## config.mk

```make
export PLATFORM = sky130hd
export DESIGN_NAME = ddr_key_receiver
export DESIGN_NICKNAME = d
export VERILOG_FILES = /design/src/rtl/ddr_pkg.sv /design/src/rtl/key_debounce.sv /design/src/rtl/ddr_key_receiver.sv
export SDC_FILE = /design/constraint.sdc
export NUM_CORES = 1
export LEC_CHECK = 0
export ABC_CLOCK_PERIOD_IN_PS = 3000
export BUFFER_PORTS_ARGS = -buffer_cell sky130_fd_sc_hd__buf_2
export CORE_ASPECT_RATIO = 0.9
export CORE_MARGIN = 1.5
export CORE_UTILIZATION = 55
export DETAILED_ROUTE_END_ITERATION = 12
export PLACE_DENSITY_LB_ADDON = 0.15
export SLEW_MARGIN = 20
export SYNTH_ARGS = -nofsm -noshare
export SYNTH_HDL_FRONTEND = slang
export SYNTH_HIERARCHICAL = 1
export SYNTH_SLANG_ARGS = --single-unit
```

## constraint.sdc

```tcl
create_clock -name CLOCK_50 -period 3 [get_ports CLOCK_50]
set_input_delay 0.15 -clock CLOCK_50 [delete_from_list [all_inputs] [get_ports CLOCK_50]]
set_output_delay 0.15 -clock CLOCK_50 [all_outputs]
set_load 0.05 [all_outputs]
```

## src/rtl/ddr_pkg.sv

```systemverilog
// Shared types and constants for the DDR button receiver: debounce states,
// lane count, press-count ceiling and a saturating 8-bit add.
package ddr_pkg;

   typedef enum logic [1:0] {
      UP        = 2'd0,
      WAIT_DOWN = 2'd1,
      DOWN      = 2'd2,
      WAIT_UP   = 2'd3
   } deb_state_e;

   localparam int         DDR_N_LANES     = 4;
   localparam logic [7:0] PRESS_COUNT_MAX = 8'd255;

   function automatic logic [7:0] sat_add8(input logic [7:0] a, input logic [7:0] b);
      logic [8:0] sum;
      sum = {1'b0, a} + {1'b0, b};
      return (sum > {1'b0, PRESS_COUNT_MAX}) ? PRESS_COUNT_MAX : sum[7:0];
   endfunction

endpackage

```

## src/rtl/key_debounce.sv

```systemverilog
// One button lane: 2-FF synchronizer, debounce FSM with registered press/release
// pulses and held level. Optional autorepeat under KEY_AUTOREPEAT_EN.
module key_debounce #(
   parameter int DEBOUNCE_CYCLES = 4,
   parameter int REPEAT_CYCLES   = 16,
   parameter int CNT_W           = $clog2(DEBOUNCE_CYCLES + 1)
) (
   input  logic clk,
   input  logic rst_n,
   input  logic key_n,
   output logic press,
   output logic release_pulse,
   output logic held
);
   import ddr_pkg::*;

   localparam logic [CNT_W-1:0] CNT_DONE = CNT_W'(DEBOUNCE_CYCLES);

   logic             s1_q, s2_q;
   deb_state_e       state_q, state_d;
   logic [CNT_W-1:0] cnt_q, cnt_d;
   logic             press_q, press_d;
   logic             rel_q, rel_d;
   logic             held_q, held_d;

`ifdef KEY_AUTOREPEAT_EN
   localparam int             RPT_W    = $clog2(REPEAT_CYCLES + 1);
   localparam logic [RPT_W-1:0] RPT_LAST = RPT_W'(REPEAT_CYCLES - 1);
   logic [RPT_W-1:0] rpt_q, rpt_d;
`else
   logic unused_repeat_cfg;
   assign unused_repeat_cfg = (REPEAT_CYCLES > 0);
`endif

   always_comb begin
      state_d = state_q;
      cnt_d   = cnt_q;
      press_d = 1'b0;
      rel_d   = 1'b0;
      case (state_q)
         UP: if (!s2_q) begin
            if (DEBOUNCE_CYCLES == 1) begin
               state_d = DOWN;
               press_d = 1'b1;
               cnt_d   = '0;
            end else begin
               state_d = WAIT_DOWN;
               cnt_d   = CNT_W'(1);
            end
         end
         WAIT_DOWN: if (!s2_q) begin
            if (cnt_q + 1'b1 == CNT_DONE) begin
               state_d = DOWN;
               press_d = 1'b1;
               cnt_d   = '0;
            end else begin
               cnt_d = cnt_q + 1'b1;
            end
         end else begin
            state_d = UP;
            cnt_d   = '0;
         end
         DOWN: if (s2_q) begin
            if (DEBOUNCE_CYCLES == 1) begin
               state_d = UP;
               rel_d   = 1'b1;
               cnt_d   = '0;
            end else begin
               state_d = WAIT_UP;
               cnt_d   = CNT_W'(1);
            end
         end
         WAIT_UP: if (s2_q) begin
            if (cnt_q + 1'b1 == CNT_DONE) begin
               state_d = UP;
               rel_d   = 1'b1;
               cnt_d   = '0;
            end else begin
               cnt_d = cnt_q + 1'b1;
            end
         end else begin
            state_d = DOWN;
            cnt_d   = '0;
         end
         default: begin
            state_d = UP;
            cnt_d   = '0;
         end
      endcase
`ifdef KEY_AUTOREPEAT_EN
      // Repeat timer only advances while the lane stays settled in DOWN.
      rpt_d = '0;
      if (state_q == DOWN && !s2_q) begin
         if (rpt_q == RPT_LAST) press_d = 1'b1;
         else                   rpt_d   = rpt_q + 1'b1;
      end
`endif
      held_d = (state_d == DOWN) || (state_d == WAIT_UP);
   end

   always_ff @(posedge clk or negedge rst_n) begin
      if (!rst_n) begin
         s1_q    <= 1'b1;
         s2_q    <= 1'b1;
         state_q <= UP;
         cnt_q   <= '0;
         press_q <= 1'b0;
         rel_q   <= 1'b0;
         held_q  <= 1'b0;
`ifdef KEY_AUTOREPEAT_EN
         rpt_q   <= '0;
`endif
      end else begin
         s1_q    <= key_n;
         s2_q    <= s1_q;
         state_q <= state_d;
         cnt_q   <= cnt_d;
         press_q <= press_d;
         rel_q   <= rel_d;
         held_q  <= held_d;
`ifdef KEY_AUTOREPEAT_EN
         rpt_q   <= rpt_d;
`endif
      end
   end

   assign press         = press_q;
   assign release_pulse = rel_q;
   assign held          = held_q;

endmodule

```

## src/rtl/ddr_key_receiver.sv

```systemverilog
// DDR step-button receiver: N_LANES debounced lanes plus any_press and a
// saturating press counter. Autorepeat is enabled by defining KEY_AUTOREPEAT_EN.
module ddr_key_receiver #(
   parameter int N_LANES         = 4,
   parameter int DEBOUNCE_CYCLES = 4,
   parameter int REPEAT_CYCLES   = 16,
   parameter int CNT_W           = $clog2(DEBOUNCE_CYCLES + 1)
) (
   input  logic               CLOCK_50,
   input  logic               reset_n,
   input  logic [N_LANES-1:0] key_n,
   input  logic               clr,
   output logic [N_LANES-1:0] press,
   output logic [N_LANES-1:0] release_pulse,
   output logic [N_LANES-1:0] held,
   output logic               any_press,
   output logic [7:0]         press_count
);
   import ddr_pkg::*;

   logic [7:0] count_q, count_d;
   logic [7:0] press_pop;

   for (genvar i = 0; i < N_LANES; i++) begin : g_lane
      key_debounce #(
         .DEBOUNCE_CYCLES(DEBOUNCE_CYCLES),
         .REPEAT_CYCLES  (REPEAT_CYCLES),
         .CNT_W          (CNT_W)
      ) u_lane (
         .clk          (CLOCK_50),
         .rst_n        (reset_n),
         .key_n        (key_n[i]),
         .press        (press[i]),
         .release_pulse(release_pulse[i]),
         .held         (held[i])
      );
   end

   // Counts the pulses currently on press; clr discards them.
   always_comb begin
      press_pop = '0;
      for (int i = 0; i < N_LANES; i++) press_pop = press_pop + 8'(press[i]);
      count_d = clr ? 8'd0 : sat_add8(count_q, press_pop);
   end

   always_ff @(posedge CLOCK_50 or negedge reset_n) begin
      if (!reset_n) count_q <= 8'd0;
      else          count_q <= count_d;
   end

   assign any_press   = |press;
   assign press_count = count_q;

endmodule

```

==> results.yml, run 1 <==
run_status:
  status: "finished, violations left"
  violations: "negative hold slack"
sta:
  timing.setup.tns_ns: 0
  finalMaxSlewViolations: 0
  slew_headroom_pct: 39.4
  worst_pin_slew_ns: 0.908
  period_share_pct: 81.0
  hold_ws_ns: -0.0196
  hold_viol: 25
  setup_viol: 0
  min_period_ns: 2.43
  clock_skew_ns: 0.00343
  max_freq_mhz: 411
  rsz0062_at_grt: "false"
power:
  power_frac_comb_pct: 21.3
  net-switching-power_mw: 0.487
  p_sw_share_pct: 31.1
  ir_drop_mv: 0.449
  leakage_nw: 1.16
  pwr-share-clk_pct: 27.8
  intPower_mw: 1.08
  seq_power_share_pct: 50.9
  pwr_density_cell_nw_per_um2: 667
final_layout:
  drive_above_1_share_pct: 34.2
  nets: 212
  diodes: 0
  area_growth_pct: 16.8
  fin_area_um2: 2350
synthesis:
  syn_nets: 175
  yosys_most_used_dff: "dfrtp_1"
  synth_area_leader_cell: "dfrtp_1"
  async_flop_share_pct: 100
  synth_edf_count: 0
  synth_area_um2: 2010
  ys_seq_area_share_pct: 55.3
  yosys.area.top_type_share_pct: 44.8
  synth.most_common_cell: "dfrtp_1"
  yosys-top-cells-count: "dfrtp_1, inv_1, ha_1, nand2_1, dfstp_2"
  synth_area_leaders: "dfrtp_1, dfstp_2, ha_1, mux2i_1, xor2_2"
  avgSynthCellArea_um2: 13.0
  netlist-cell-type-count: 33
  synthCells: 155
  ys_ff_latch: 44
  yosysWarnings: 6
critical_path:
  criticalPathCategory: "reg2reg"
  worst_setup_path_start_kind: "flip-flop"
  path_max_fanout: 5
  end_kind: "flip-flop"
  cp.required_ns: 3.22
  arrival_ns: 2.65
global_route:
  track_usage_pct: 18.1
  antenna_found_initial: 0
  grt_max_degree: 45
  grt_pass1_wl_mm: 5.24
  gr-total-overflow: 0
  grt_pass1_vias: 1178
routing:
  dr_total_vias: 1219
  avgViaCountPerCell: 5.14
  drc: 0
  drtPass1Iterations: 4
  wirelength_mm: 3.22
  wl_per_cell_um: 13.6
  drt-initial-drc-count: 46
  ant_nets: 0
clock_tree:
  clkTransAtPathRegs_ns: 0.08
  post_cts_resized: 0
  clockRootBuffer: "clkbuf_8"
  clk_latency_ns: 0.29
  cts_buffers: 5
  cts_max_level: 2
  clockBufferDepth: 2
  cts.sinks: 44
  post_cts_buffers: 0
  hold_buffers: 4
  cts_tree: "yes"
hold_path:
  hold_path.class: "in2async"
floorplan:
  initial_core_util_pct: 58.6
  num_io_pins: 28
  coreArea_um2: 3430
  die_h_um: 60.3
  die-area_um2: 4030
  die_x_um: 66.7
  rows: 20
place:
  place_area_um2: 2200
  dpl.hpwl_mm: 2.40
  numPortBuffers: 27
  gp_congestion: 0.797
run:
  cap_violations: 0
[power groups by stage]
| stage | clock network (mW) | logic [mW] | registers (mW) |
|---|---|---|---|
| 3_3_place_gp | 0 | 0.309 | 0.796 |
| 3_5_place_dp | 0 | 0.332 | 0.810 |
| 5_1_grt | 0.477 | 0.380 | 0.816 |
| 4_1_cts | 0.450 | 0.338 | 0.800 |
| 2_1_floorplan | 0 | 0.213 | 0.834 |
| 6_report | 0.435 | 0.334 | 0.797 |
[area by class of cell]
cell class / count / area [µm²]
clock buffers: 5 / 68.8
well taps: 44 / 55.1
fillers: 251 / 1080
flip-flops and latches: 44 / 1110
clock inverters: 3 / 42.5
inverters: 12 / 45.0
multi-input cells: 98 / 850
repair buffers: 31 / 175
[routing by layer]
metal  global-route usage [%]  up-vias  share of wire [%]  routed length (µm)
met2                     30.1       33                 51                1660
li1                         -      601                  -                   -
met1                     21.5      575                 41                1330
met5                        0        -                  0                   0
met4                     9.62        0                2.3                  74
met3                     5.75       10                4.9                 158
[critical path, stage by stage, from the launching register on]
cell     delay (ns)
dfrtp_1        0.41
fa_1           0.54
inv_1          0.05
fa_1           0.38
inv_1          0.09
fa_1           0.21
and3_4         0.20
and2_4         0.17
nand4_4        0.13
a21oi_1        0.18
[per-stage QoR]
step | util, % | std cells | total power, mW | hold WS (ns) | setup WS [ns]
final | 68.5 | 237 | 1.57 | -0.0196 | 0.569
after global routing | 68.5 | 237 | 1.67 | 0.0549 | 0.462
after CTS | 68.5 | 237 | 1.59 | 0.0123 | 0.552
after detailed placement | 64.1 | 225 | 1.14 | 0.256 | 0.567
after global placement | 64.1 | 225 | 1.11 | 0.256 | 0.677
after floorplan | - | 155 | 1.05 | -0.146 | 0.442
[worst paths after layout]
kind / cells past startpoint / slack, ns / from / end
max: 9 / 0.57 / g_lane[0].u_lane/press$_DFF_PN0_ / press_count[1]$_DFF_PN0_
min: 1 / -0.02 / reset_n / g_lane[0].u_lane/release_pulse$_DFF_PN0_
min in group CLOCK_50: 2 / 0.10 / clr / press_count[2]$_DFF_PN0_
min reg2reg: 0 / 0.36 / g_lane[1].u_lane/s1_q$_DFF_PN1_ / g_lane[1].u_lane/s2_q$_DFF_PN1_
max reg2reg: 9 / 0.57 / g_lane[0].u_lane/press$_DFF_PN0_ / press_count[1]$_DFF_PN0_
max in group asynchronous: 1 / 2.45 / reset_n / g_lane[2].u_lane/state_q[0]$_DFF_PN0_
[layout by cell type, fill, tap and decap left out, drive strengths merged, types with 3 or more instances in the layout]
| cell type | count |
|---|---|
| o21ai | 6 |
| nand3b | 6 |
| dlygate4sd3 | 4 |
| dfstp | 8 |
| nand3 | 3 |
| clkbuf | 5 |
| ha | 10 |
| xor2 | 9 |
| and3 | 8 |
| nand2 | 10 |
| inv | 12 |
| mux2i | 7 |
| nor2 | 7 |
| nor3 | 3 |
| fa | 3 |
| buf | 27 |
| a21oi | 7 |
| o31ai | 3 |
| nor3b | 4 |
| dfrtp | 36 |
[cell families (layout without fill, tap and decap cells)]
group | count (synthesis) | count (layout) | share of synthesized area, %
xor+xnor | 10 | 10 | 5.85
simple gates | 47 | 47 | 16.5
mux | 8 | 8 | 4.05
compound gates | 20 | 20 | 6.66
flops | 44 | 44 | 55.3
fa+ha+maj | 13 | 13 | 9.22
buf+inv | 13 | 51 | 2.43
[state kept, by name, summed over array words and instances, names as in the netlist]
register                     count
g_lane.u_lane/s2_q               4
g_lane.u_lane/s1_q               4
g_lane.u_lane/cnt_q             12
g_lane.u_lane/state_q            4
g_lane.u_lane/press              4
g_lane.u_lane/held               4
press_count                      8
g_lane.u_lane/release_pulse      4
(Power assumes the default switching activity.)
==> run 2, diff against run 1 <==
Settings changed: ABC_CLOCK_PERIOD_IN_PS 3000 to 2300.
Clock period 3 ns to 2.3 ns, I/O delays scaled along.
==> run 2 against run 1 <==
The flow finishes with violations (negative setup slack). Fmax grew 1.9%. Via count is 3.1% higher. Design area rose by 2.4%. Sequential cell count did not move. Sequential share of layout area fell by 0.95 points. Non-clock buffer count up 4. Combinational power rose by 28%. Sequential power up 30%. Critical path depth unchanged.
==> results.yml, run 2 (synthesis results as in run 1) <==
critical_path:
  cp.required_ns: 2.52
  end_kind: "flip-flop"
  criticalPathCategory: "reg2reg"
  path_max_fanout: 5
  worst_setup_path_start_kind: "flip-flop"
  arrival_ns: 2.61
sta:
  finalMaxSlewViolations: 0
  min_period_ns: 2.39
  worst_pin_slew_ns: 0.548
  hold_viol: 0
  max_freq_mhz: 419
  slew_headroom_pct: 63.4
  finalWorstSetupSlack_ns: -0.0868
  period_share_pct: 104
  clock_skew_ns: 0.00487
  setup_viol: 7
  rsz0062_at_grt: "true"
floorplan:
  die_x_um: 66.7
  initial_core_util_pct: 58.6
  rows: 20
  coreArea_um2: 3430
  num_io_pins: 28
  die-area_um2: 4030
  die_h_um: 60.3
final_layout:
  largest_register_ff_count: 12
  area_growth_pct: 19.6
  diodes: 0
  nets: 216
  final_common_cell: "dfrtp_1"
  drive_above_1_share_pct: 40.6
  final_cell_mix: "dfrtp_1, buf_2, inv_1, nand2_1, ha_1"
  top_register: "g_lane.u_lane/cnt_q"
  final_cells: 241
hold_path:
  hold_path.class: "in2reg"
power:
  leakage_nw: 1.17
  ir_drop_mv: 0.537
  pwr_density_cell_nw_per_um2: 851
global_route:
  grt_max_degree: 27
  grt_pass1_wl_mm: 5.26
  gr-total-overflow: 0
  antenna_found_initial: 0
  track_usage_pct: 17.9
  grt_pass1_vias: 1195
place:
  placed_cells: 228
  pre_cts_ws_ns: -0.0814
  gp_congestion: 0.801
  dpl.hpwl_mm: 2.40
  numPortBuffers: 27
routing:
  ant_nets: 0
  drt-initial-drc-count: 52
  drc: 0
  wl_per_cell_um: 13.3
  dr_total_vias: 1257
  avgViaCountPerCell: 5.22
  drtPass1Iterations: 4
  wirelength_mm: 3.20
clock_tree:
  clockRootBuffer: "clkbuf_8"
  clkTransAtPathRegs_ns: 0.08
  cts.sinks: 44
  post_cts_buffers: 0
  cts_buffers: 5
  clk_latency_ns: 0.29
  clockBufferDepth: 2
  cts_max_level: 2
  cts_tree: "yes"
run_status:
  violations: "negative setup slack"
  status: "finished, violations left"
run:
  cap_violations: 0
-- run 2: layout make-up --
class,instances,area (µm²)
clock inverters,3,42.5
fillers,257,1020
flip-flops and latches,44,1110
clock buffers,5,68.8
well taps,44,55.1
multi-input cells,98,870
repair buffers,35,208
inverters,12,45.0
-- run 2: critical path, cell delays in order (launching register included) --
cell and delay, ns:
dfrtp_2 0.42, fa_1 0.55, inv_2 0.05, fa_2 0.35, inv_2 0.07, fa_2 0.21
and3_4 0.19, and2_4 0.17, nand4_4 0.15, a21oi_2 0.16
-- run 2: worst paths after layout --
kind | from | to | slack, ns | cells after the start
max in group asynchronous | reset_n | g_lane[1].u_lane/s1_q$_DFF_PN1_ | 1.25 | 3
min in group asynchronous | reset_n | press_count[6]$_DFF_PN0_ | 0.34 | 2
min | clr | press_count[2]$_DFF_PN0_ | 0.09 | 2
min reg2reg | g_lane[2].u_lane/s1_q$_DFF_PN1_ | g_lane[2].u_lane/s2_q$_DFF_PN1_ | 0.36 | 0
max reg2reg | g_lane[1].u_lane/press$_DFF_PN0_ | press_count[3]$_DFF_PN0_ | -0.09 | 9
max | g_lane[1].u_lane/press$_DFF_PN0_ | press_count[3]$_DFF_PN0_ | -0.09 | 9
-- run 2: power breakdown --
group          total, mW  leakage, nW  internal [mW]  switching [mW]
logic              0.426        0.552          0.183           0.243
clock network      0.577       0.0541          0.321           0.256
registers           1.04        0.559          0.905           0.138
-- run 2: stage by stage --
stage	total power, mW	hold slack, ns	cell area (µm²)	TNS, ns	util (%)
after floorplan	1.37	-0.181	2020	-0.675	-
after global placement	1.44	0.130	2230	0	65.0
after detailed placement	1.49	0.144	2230	-0.450	65.0
after CTS	2.08	0.0729	2400	-0.510	69.9
after global routing	2.17	0.101	2400	-1.16	70.1
final	2.05	0.0936	2400	-0.488	70.1
-- run 2: what timing repair did --
item,in CTS,in global routing
setup endpoints to repair,7,7
gates resized for setup,3,2
endpoints found under the hold margin,28,0
hold buffers,5,0
pin swaps,1,0
-- run 2: layer usage --
metal,share of wire [%],global-route usage (%),up-vias
met1,42,21.0,628
met5,0,0,-
met4,1.2,9.04,0
met2,53,31.6,19
li1,-,-,606
met3,3.4,4.08,4
